$ cat src/rtl/apb_reg_completer.sv
// APB3 completer front-end driving a single-cycle strobe register port.
// Handles setup latching, wait states, address errors and ready timeout.
//
// Ports:
//   s_apb_*      APB3 completer side (pclk, async active-low presetn)
//   reg_addr_o   latched register address (paddr[REG_AW-1:0])
//   reg_*_en_o   one-cycle read/write strobes, the only qualifiers
//   reg_*_data   write data out / read data in (valid with reg_ready_i)
//   reg_ready_i  peripheral completion
module apb_reg_completer #(
  parameter int APB_AW     = 32,
  parameter int APB_DW     = 32,
  parameter int REG_AW     = 8,
  parameter int ADDR_RANGE = 'h100,
  parameter int TIMEOUT    = 16
) (
  input  logic              s_apb_pclk_i,
  input  logic              s_apb_presetn_i,
  input  logic              s_apb_psel_i,
  input  logic              s_apb_penable_i,
  input  logic              s_apb_pwrite_i,
  input  logic [APB_AW-1:0] s_apb_paddr_i,
  input  logic [APB_DW-1:0] s_apb_pwdata_i,
  output logic [APB_DW-1:0] s_apb_prdata_o,
  output logic              s_apb_pready_o,
  output logic              s_apb_pslverr_o,
  output logic [REG_AW-1:0] reg_addr_o,
  output logic              reg_write_en_o,
  output logic [APB_DW-1:0] reg_write_data_o,
  output logic              reg_read_en_o,
  input  logic [APB_DW-1:0] reg_read_data_i,
  input  logic              reg_ready_i
);

  typedef enum logic [1:0] {
    IDLE,
    REQ,
    WAIT,
    RESP
  } state_t;

  localparam int CW = (TIMEOUT > 1) ? $clog2(TIMEOUT) : 1;

  state_t            state_q, state_d;
  logic [CW-1:0]     cnt_q, cnt_d;
  logic              err_q, err_d;
  logic              write_q, write_d;
  logic [REG_AW-1:0] addr_q, addr_d;
  logic [APB_DW-1:0] wdata_q, wdata_d;
  logic [APB_DW-1:0] rdata_q, rdata_d;

  logic              setup;
  logic              bad_addr;

  logic [APB_DW-1:0] prdata_d;
  logic              pready_d;
  logic              pslverr_d;
  logic              wr_en_d;
  logic              rd_en_d;

  assign setup    = s_apb_psel_i & ~s_apb_penable_i;
  assign bad_addr = (s_apb_paddr_i >= APB_AW'(ADDR_RANGE))
                  | (s_apb_paddr_i[1:0] != 2'b00);

  always_comb begin
    state_d = state_q;
    cnt_d   = cnt_q;
    err_d   = err_q;
    write_d = write_q;
    addr_d  = addr_q;
    wdata_d = wdata_q;
    rdata_d = rdata_q;
    unique case (state_q)
      IDLE: begin
        if (setup) begin
          write_d = s_apb_pwrite_i;
          addr_d  = s_apb_paddr_i[REG_AW-1:0];
          wdata_d = s_apb_pwdata_i;
          rdata_d = '0;
          if (bad_addr) begin
            err_d   = 1'b1;
            state_d = RESP;
          end else begin
            state_d = REQ;
          end
        end
      end
      REQ: begin
        cnt_d = CW'(TIMEOUT - 1);
        if (!s_apb_psel_i) begin
          state_d = IDLE;
        end else if (reg_ready_i) begin
          rdata_d = reg_read_data_i;
          state_d = RESP;
        end else begin
          state_d = WAIT;
        end
      end
      WAIT: begin
        if (!s_apb_psel_i) begin
          state_d = IDLE;
        end else if (reg_ready_i) begin
          rdata_d = reg_read_data_i;
          state_d = RESP;
        end else if (cnt_q == '0) begin
          err_d   = 1'b1;
          state_d = RESP;
        end else begin
          cnt_d = cnt_q - 1'b1;
        end
      end
      RESP: begin
        err_d   = 1'b0;
        state_d = IDLE;
      end
    endcase
  end

  // Outputs are flops loaded from the next-state view, so each one is
  // valid in the same cycle the FSM occupies the matching state.
  always_comb begin
    pready_d  = (state_d == RESP);
    pslverr_d = pready_d & err_d;
    prdata_d  = '0;
    if (pready_d && !err_d && !write_d) begin
      prdata_d = rdata_d;
    end
    wr_en_d = (state_d == REQ) & write_d;
    rd_en_d = (state_d == REQ) & ~write_d;
  end

  always_ff @(posedge s_apb_pclk_i or negedge s_apb_presetn_i) begin
    if (!s_apb_presetn_i) begin
      state_q         <= IDLE;
      cnt_q           <= '0;
      err_q           <= 1'b0;
      write_q         <= 1'b0;
      addr_q          <= '0;
      wdata_q         <= '0;
      rdata_q         <= '0;
      s_apb_prdata_o  <= '0;
      s_apb_pready_o  <= 1'b0;
      s_apb_pslverr_o <= 1'b0;
      reg_write_en_o  <= 1'b0;
      reg_read_en_o   <= 1'b0;
    end else begin
      state_q         <= state_d;
      cnt_q           <= cnt_d;
      err_q           <= err_d;
      write_q         <= write_d;
      addr_q          <= addr_d;
      wdata_q         <= wdata_d;
      rdata_q         <= rdata_d;
      s_apb_prdata_o  <= prdata_d;
      s_apb_pready_o  <= pready_d;
      s_apb_pslverr_o <= pslverr_d;
      reg_write_en_o  <= wr_en_d;
      reg_read_en_o   <= rd_en_d;
    end
  end

  assign reg_addr_o       = addr_q;
  assign reg_write_data_o = wdata_q;

endmodule

$ cat config.mk
export PLATFORM = sky130hd
export DESIGN_NAME = apb_reg_completer
export DESIGN_NICKNAME = d
export VERILOG_FILES = /design/src/rtl/apb_reg_completer.sv
export SDC_FILE = /design/constraint.sdc
export NUM_CORES = 1
export LEC_CHECK = 0
export BUFFER_PORTS_ARGS = -buffer_cell sky130_fd_sc_hd__buf_2
export CORE_MARGIN = 2
export CORE_UTILIZATION = 35
export CTS_CLUSTER_DIAMETER = 100
export CTS_CLUSTER_SIZE = 30
export DETAILED_ROUTE_END_ITERATION = 8
export PLACE_DENSITY = 0.71
export SLEW_MARGIN = 40
export SYNTH_ARGS = -nofsm -noshare
export SYNTH_HDL_FRONTEND = slang
export SYNTH_SLANG_ARGS = --single-unit
$ cat constraint.sdc
create_clock -name s_apb_pclk_i -period 5.5 [get_ports s_apb_pclk_i]
set_input_delay 0.825 -clock s_apb_pclk_i [delete_from_list [all_inputs] [get_ports s_apb_pclk_i]]
set_output_delay 0.825 -clock s_apb_pclk_i [all_outputs]
set_load 0.02 [all_outputs]
; ---- After elaboration in Yosys (flattened, before gate mapping)
; Index checks and enable logic that the tools add are counted.
[classes]
addsub = 1
order_cmp = 1
n_eq_ne = 8
muxes = 25
bitwise_logic = 7
reduce_logical = 11
[op_table]
columns = cell, count
row1 = $mux 32, 4
row2 = $pmux 32 s2, 1
row3 = $ge 32x9->1 const B, 1
row4 = $mux 2, 6
row5 = $mux 4, 3
row6 = $mux 1, 8
row7 = $pmux 2 s4, 1
row8 = $pmux 4 s2, 1
row9 = $eq 2x2->1 const B, 3
row10 = $ne 2x2->1 const B, 3
row11 = $and 1x1->1, 4
row12 = $eq 2x1->1 const B, 2
row13 = $logic_not 4->1, 1
row14 = $reduce_and 4->1, 1
row15 = $reduce_bool 2->1, 2
row16 = $sub 4x1->4 const B, 1
row17 = $pmux 1 s3, 1
row18 = $logic_and 1x1->1, 2
row19 = $logic_not 1->1, 2
row20 = $logic_not 2->1, 1
row21 = $not 1->1, 2
row22 = $reduce_and 2->1, 1
row23 = $reduce_or 2->1, 1
row24 = $or 1x1->1, 1
[totals]
reg_bits = 116
input_bits = 102
out_inout_bits = 76
elab_cells = 65

; ---- Depth between registers and ports, before layout
; Gate-level depths: netlist of the first run.
[logic_depth]
depth_word = 9
mapped_depth = 8
mapped_depth_nobuf = 7

; ---- Least setup slack after synthesis of the first run
; Ideal clock, no wire load.
[synth_timing]
kind = in2reg
from = in s_apb_paddr_i[16]
to = reg s_apb_prdata_o[10]
setup_ns = 0.127
arrival_time_ns = 2.054
t_required_ns = 5.373
path_slack_ns = 3.320
cell_stages = 5
path_buffers = 1
cell_sequence = nor4_1 > a31oi_1 > o32ai_4 > buf_2 > nor3_2
[synth_between]
elab_chain_len = 9
elab_cells_between_ends = 13
classes_between = order compare: 1 / eq/ne: 1 / mux: 7 / bitwise: 1 / reduce/logical: 3
[synth_lines]
columns = item, line
row1 = start: declaration, 22  ; input logic [APB_AW-1:0] s_apb_paddr_i,
row2 = $ge 32x9->1 (*), 62  ; assign bad_addr = (s_apb_paddr_i >= APB_AW'(ADDR_RANGE))
row3 = $or 1x1->1 (*), 63  ; | (s_apb_paddr_i[1:0] != 2'b00);
row4 = $mux 2 / $mux 1 (equally long branches), 80  ; if (bad_addr) begin
row5 = $mux 2 / $mux 1 (equally long branches), 75  ; if (setup) begin
row6 = $pmux 2 s4 / $pmux 1 s3 (equally long branches), 73  ; unique case (state_q)
row7 = $eq 2x2->1 / $logic_not 1->1 (equally long branches), "122, 125"
row8 = $logic_and 1x1->1 (*) (2 in a row), 125  ; if (pready_d && !err_d && !write_d) begin
row9 = $mux 32 (*), 125
row10 = named net prdata_d[10], 55  ; logic [APB_DW-1:0] prdata_d;
row11 = end signal: assignment, 154  ; s_apb_prdata_o <= prdata_d;
row12 = end: declaration, 24  ; output logic [APB_DW-1:0] s_apb_prdata_o,
; The timed path passes the listed nets; every way through them passes the cells marked *.
; A chain may end at the register's enable or synchronous reset.

; ---- Final worst setup path of the first run
[layout_timing]
from = reg state_q[0]
to = reg s_apb_prdata_o[1]
[layout_between]
elab_chain_len = 8
elab_cells_between_ends = 19
classes_between = eq/ne: 4 / mux: 9 / reduce/logical: 6
[layout_lines]
columns = item, line
row1 = start: declaration, 44  ; state_t state_q, state_d;
row2 = start signal: assignment, 147  ; state_q <= state_d;
row3 = $mux 2, 105  ; end else if (cnt_q == '0) begin
row4 = $mux 2, 102  ; end else if (reg_ready_i) begin
row5 = $mux 2, 100  ; if (!s_apb_psel_i) begin
row6 = $pmux 2 s4, 73
row7 = $eq 2x2->1, 122  ; pready_d = (state_d == RESP);
row8 = $logic_and 1x1->1 (2 in a row), 125
row9 = $mux 32 (*), 125
row10 = named net prdata_d[1], 55
; Marks and branches as above.

==> impl_metrics.tcl, run 1 <==
set metrics [dict create \
    gp_congestion 0.8094 \
    yosys.cell_types.count 45 \
    cts_resized 0 \
    use_met1 0.2026 \
    drtPass1Iterations 4 \
    grt_pass1_vias 3599 \
    synth_top_family_by_area "simple AND/OR/NAND/NOR gates" \
    chipHeight_um 120.0 \
    clkSinkCount 116 \
    synth_top_cell_area_share 0.6160 \
    die_w_um 120.0 \
    cts_setup_buffers 0 \
    post-route-min-period_ns 2.812 \
    ios 178 \
    coreArea_um2 13190 \
    powerDensity_nw_per_um2 598.8 \
    switching_power_w 0.001304 \
    syn2layout_area_growth_pct 36.99 \
    status "complete, no violations" \
    post_dp_cell_area_um2 5766 \
    p_clk_frac 0.328 \
    grt_max_degree 62 \
    met2_usage 0.2578 \
    fp-row-count 42 \
    cp_max_fo 39 \
    async_reset_ff_frac 1.000 \
    route.detailed.drc 0 \
    hold_violations 0 \
    worstMarginPinSlew_ns 0.7029 \
    ys_warn_count 0 \
    swShare 0.3375 \
    vias_per_cell 4.776 \
    crit_required_ns 5.74 \
    yosysTopAreaCell "dfrtp_1" \
    max_freq_mhz 355.6 \
    synth.area.mux_share 0.09851 \
    cts-root-buf "clkbuf_16" \
    drive_gt1_frac 0.5475 \
    final_area_um2 6455 \
    cp.arrival_ns 3.05 \
    post-route-util 0.4894 \
    drt_iter0_drc 141 \
    clk_path_buf_depth 2 \
    syn_area_per_cell_um2 13.86 \
    setup_tns_ns 0 \
    synth_area_um2 4712 \
    seqPwrFrac 0.334 \
    ys_seq_area_frac 0.6160 \
    critPathLaunchType "flop" \
    ys_seq_elements 116 \
    start_util 0.3572 \
    crit_path_end_kind "flop" \
    maxCapViolations 0 \
    antenna_left 0 \
    clock_latency_ns 0.41 \
    final_cells 713 \
    cts_max_level 4 \
    dp.cells 681 \
    skew_ns 0.008527 \
    wl_um 10920 \
    cts_tree "done" \
    power_leakage_nw 3.166 \
    final_cell_mix "buf_2, dfrtp_1, mux2_2" \
    p_comb_frac 0.338 \
    syn_inst 340 \
    synthFlopType "dfrtp_1" \
    critical_path_class "reg2reg" \
    intPower_w 0.002561 \
    synth_compound_area_frac 0.09241 \
    num-nets-final 631 \
    hold_buffers 0 \
    synth_edf_count 0 \
    synth_xor_area_frac 0.001859 \
    gr-usage-all-layers 0.1613 \
    cts_buffers 17 \
    dp_hpwl_um 7597 \
    die_area_um2 14410 \
    wl_per_cell_um 15.32 \
    rsz0062_at_grt "false" \
    fin_crit_sh 0.5113 \
    slew_violations 0 \
    grt_pass1_wl_um 17760 \
    diodes 0 \
    grt_util_met3 0.05133 \
    dr_total_vias 3405 \
    mostFrequentLayoutCell "buf_2" \
    antenna_found_initial 0 \
    slew_headroom 0.5314 \
    port_buffers 177 \
    ir_drop_v 0.0002269 \
    clk_pin_slew_ns 0.05 \
    setup-violations-final 0 \
    hp-class "in2async" \
    syn_nets 447 \
    synth-simple-area-share 0.1447 \
    grt_remaining_overflow 0 \
    synth_area_leaders "dfrtp_1, mux2_2, nor3_2, a22o_1, nand2_1" \
    busiest_layer "met2" \
    synthAdderAreaFrac 0.01328 \
]
==> cells in the mapped netlist (all sizes together) (2+ instances only) <==
library cell and count:
dfrtp 116, mux2 40, nand2 38, nor3 37, a22o 32, buf 13
nor4 8, inv 7, clkbuf 6, ha 5, a21oi 4, nor3b 4
nor2 3, and4 2, nand2b 2, o31a 2
==> per-layer routing <==
metal  part of all wire  up-vias
met4              0.016        0
li1                   -     1595
met3              0.066       19
met2               0.48      133
met1               0.44     1658
met5                  0        -
==> power by group through the flow <==
stage	logic, W	registers (W)	clock network, W
6_report	0.00131	0.00129	0.00127
4_1_cts	0.00133	0.00130	0.00129
5_1_grt	0.00142	0.00133	0.00133
3_5_place_dp	0.00132	0.00131	0
3_3_place_gp	0.00127	0.00129	0
2_1_floorplan	0.000740	0.00150	0
==> final timing paths <==
kind / start / to / slack [ns] / cells after the start
min in group s_apb_pclk_i: reg_write_data_o[5]$_DFFE_PN0P_ / reg_write_data_o[5]$_DFFE_PN0P_ / 0.50 / 1
worst min register to register: reg_write_data_o[5]$_DFFE_PN0P_ / reg_write_data_o[5]$_DFFE_PN0P_ / 0.50 / 1
worst max-delay path: state_q[0]$_DFF_PN0_ / s_apb_prdata_o[1]$_DFF_PN0_ / 2.69 / 8
worst min-delay path: s_apb_presetn_i / reg_write_data_o[21]$_DFFE_PN0P_ / 0.38 / 1
max in group asynchronous: s_apb_presetn_i / rdata_q[0]$_DFF_PN0_ / 4.00 / 2
worst max register to register: state_q[0]$_DFF_PN0_ / s_apb_prdata_o[1]$_DFF_PN0_ / 2.69 / 8
==> state kept, by name, summed over array words and instances, names as in the netlist, 2 cells and up <==
signal and flops:
state_q 2, reg_addr_o 8, s_apb_prdata_o 32, rdata_q 32, reg_write_data_o 32, cnt_q 4
==> cells by family after synthesis <==
kind of cell | Yosys count
xor+xnor | 1
mux | 41
simple gates | 102
flops | 116
fa+ha+maj | 5
buf+inv | 26
compound gates | 49
==> critical path, stage by stage, from the launching register on <==
cell	delay (ns)
dfrtp_1	0.40
inv_1	0.14
ha_1	0.33
nand3b_2	0.25
buf_4	0.35
o31a_1	0.17
o21a_2	0.24
nor2_8	0.54
nor3_1	0.22
==> layout make-up <==
| class | instances | area, µm² |
|---|---|---|
| Fill cell | 1183 | 6735 |
| Sequential cell | 116 | 2903 |
| Multi-Input combinational cell | 198 | 1668 |
| Timing Repair Buffer | 184 | 952.2 |
| Clock buffer | 24 | 491.7 |
| Tap cell | 176 | 220.2 |
| Clock inverter | 8 | 193.9 |
| Inverter | 7 | 26.28 |
==> metrics by stage <==
stage | hold slack (ns) | setup WS (ns) | power [W]
floorplan | 0.4683 | 3.320 | 0.002242
global placement | 0.4806 | 2.436 | 0.002557
detailed placement | 0.4875 | 2.523 | 0.002626
CTS | 0.4986 | 2.650 | 0.003919
global route | 0.4228 | 2.479 | 0.004081
finish | 0.3806 | 2.688 | 0.003865
Note: power is estimated with default switching activity, not from simulation.
==> run 2: changes to the inputs <==
Settings changed: PLACE_DENSITY 0.71 to 0.74.
Clock period 5.5 ns to 2.5 ns, I/O delays scaled along.
==> run 2 against run 1 <==
  * Clock power grew 65%
  * Register-to-register slack lost 2.6 ns
  * Cell count grew 0.14%
  * Sequential power grew 120%
  * Via count grew 1.4%
  * Count of clock-buffer cells in the layout grew 1
  * First-iteration DRC count grew 33%
  * Combinational power grew 120%
  * Sequential cell count is the same
  * Utilization shrank 1.1 points
  * Die area is the same
  * Critical path depth shrank 1
  * Highest routed layer unchanged
==> impl_metrics.tcl, run 2 (synthesis results as in run 1) <==
set metrics [dict create \
    coreArea_um2 13190 \
    fillers 1200 \
    hp-class "in2reg" \
    antenna_left 0 \
    drt_iter0_drc 187 \
    critical_path_class "reg2reg" \
    multi_input_area_um2 1679 \
    slew_headroom 0.5421 \
    fp-row-count 42 \
    crit_required_ns 2.77 \
    gr-usage-all-layers 0.1609 \
    start_util 0.3572 \
    critPathLaunchType "flop" \
    syn2layout_area_growth_pct 33.91 \
    chipHeight_um 120.0 \
    grt_pass1_wl_um 17850 \
    cp_max_fo 16 \
    path_delay_family "simple AND/OR/NAND/NOR gates" \
    setup_tns_ns 0 \
    mostFrequentLayoutCell "buf_2" \
    grt_pass1_vias 3649 \
    drive_gt1_frac 0.5409 \
    rsz0062_at_grt "false" \
    cts_setup_buffers 0 \
    num-nets-final 633 \
    skew_ns 0.007744 \
    clk_pin_slew_ns 0.05 \
    power_leakage_nw 3.099 \
    post-route-min-period_ns 2.364 \
    dp_hpwl_um 7530 \
    dr_total_vias 3454 \
    cts_resized 0 \
    final_cells 714 \
    diodes 0 \
    finalPower_w 0.007843 \
    clock_latency_ns 0.41 \
    grt_util_met3 0.05133 \
    dp.cells 681 \
    final_cell_mix "buf_2, dfrtp_1, mux2_2" \
    gp_congestion 0.7430 \
    cts-root-buf "clkbuf_16" \
    die_area_um2 14410 \
    cts_tree "done" \
    ios 178 \
    setup-violations-final 0 \
    hold_violations 0 \
    maxCapViolations 0 \
    seqCellArea_um2 2903 \
    cp.arrival_ns 2.63 \
    route.detailed.drc 0 \
    max_freq_mhz 423.1 \
    critPathSlowestCell "nor2_4" \
    worstMarginPinSlew_ns 0.6816 \
    use_met1 0.2006 \
    wl_um 11250 \
    met2_usage 0.2582 \
    status "complete, no violations" \
    crit_path_end_kind "flop" \
    slowest_delay_ns 0.49 \
    drtPass1Iterations 4 \
    cts_buffers 17 \
    busiest_layer "met2" \
    crit_chain "inv_1 -> ha_1 -> or3b_1 -> o31a_1 -> o21a_2 -> nor2_4 -> nor3_2" \
    grt_max_degree 46 \
    path_buf_inv 1 \
    vias_per_cell 4.838 \
    slew_violations 0 \
    grt_remaining_overflow 0 \
    fin_crit_sh 0.9454 \
    ir_drop_v 0.0006009 \
    clk_path_buf_depth 2 \
    cts_max_level 4 \
    wl_per_cell_um 15.75 \
    powerDensity_nw_per_um2 1243 \
    fin_hold_ws_ns 0.1914 \
    clkSinkCount 116 \
    die_w_um 120.0 \
    antenna_found_initial 0 \
    port_buffers 177 \
]
## run 2: power breakdown
group / leakage [nW] / switching, W / internal [W]
clock network: 0.254 / 0.000796 / 0.00130
logic: 1.35 / 0.00178 / 0.00111
registers: 1.49 / 0.000290 / 0.00256
total: 3.10 / 0.00287 / 0.00497
## run 2: layout make-up
| type | instances | area share |
|---|---|---|
| well taps | 176 | 0.03490 |
| multi-input cells | 199 | 0.2661 |
| repair buffers | 185 | 0.1547 |
| clock buffers | 25 | 0.07535 |
| flip-flops and latches | 116 | 0.4600 |
| inverters | 7 | 0.004164 |
| clock inverters | 6 | 0.004759 |
## run 2: through the flow
| step | utilization | worst slack, ns | instance area [µm²] |
|---|---|---|---|
| 5_1_grt | 0.4784 | 0.02276 | 6310 |
| 2_1_floorplan | - | 0.5330 | 4712 |
| 6_report | 0.4784 | 0.1365 | 6310 |
| 4_1_cts | 0.4775 | 0.06615 | 6299 |
| 3_3_place_gp | 0.4384 | 0.1863 | 5783 |
| 3_5_place_dp | 0.4384 | 0.09378 | 5783 |
## run 2: path summary, 6_finish.rpt
path / cells past startpoint / slack (ns) / to / startpoint
max: 7 / 0.14 / s_apb_prdata_o[25]$_DFF_PN0_ / cnt_q[0]$_DFFE_PN0P_
min: 2 / 0.19 / reg_write_data_o[8]$_DFFE_PN0P_ / s_apb_pwdata_i[8]
max reg2reg: 7 / 0.14 / s_apb_prdata_o[25]$_DFF_PN0_ / cnt_q[0]$_DFFE_PN0P_
min reg2reg: 1 / 0.50 / reg_write_data_o[11]$_DFFE_PN0P_ / reg_write_data_o[11]$_DFFE_PN0P_
max in group asynchronous: 3 / 1.19 / s_apb_prdata_o[10]$_DFF_PN0_ / s_apb_presetn_i
min in group asynchronous: 2 / 0.50 / reg_write_data_o[28]$_DFFE_PN0P_ / s_apb_presetn_i
## run 2: routing by layer
layer | share of wire | vias up
met5 | 0 | -
met4 | 0.016 | 0
met3 | 0.059 | 16
met2 | 0.49 | 126
met1 | 0.43 | 1704
li1 | - | 1608
## run 2: worst register-to-register path: stages, from the launching register on
cell     delay, ns
dfrtp_1       0.41
inv_1         0.07
ha_1          0.19
or3b_1        0.39
o31a_1        0.29
o21a_2        0.27
nor2_4        0.49
nor3_2        0.11
## run 2: repair_timing
action	CTS	global route
hold endpoints to repair	40	0
setup endpoints to repair	0	7
hold buffers	1	0
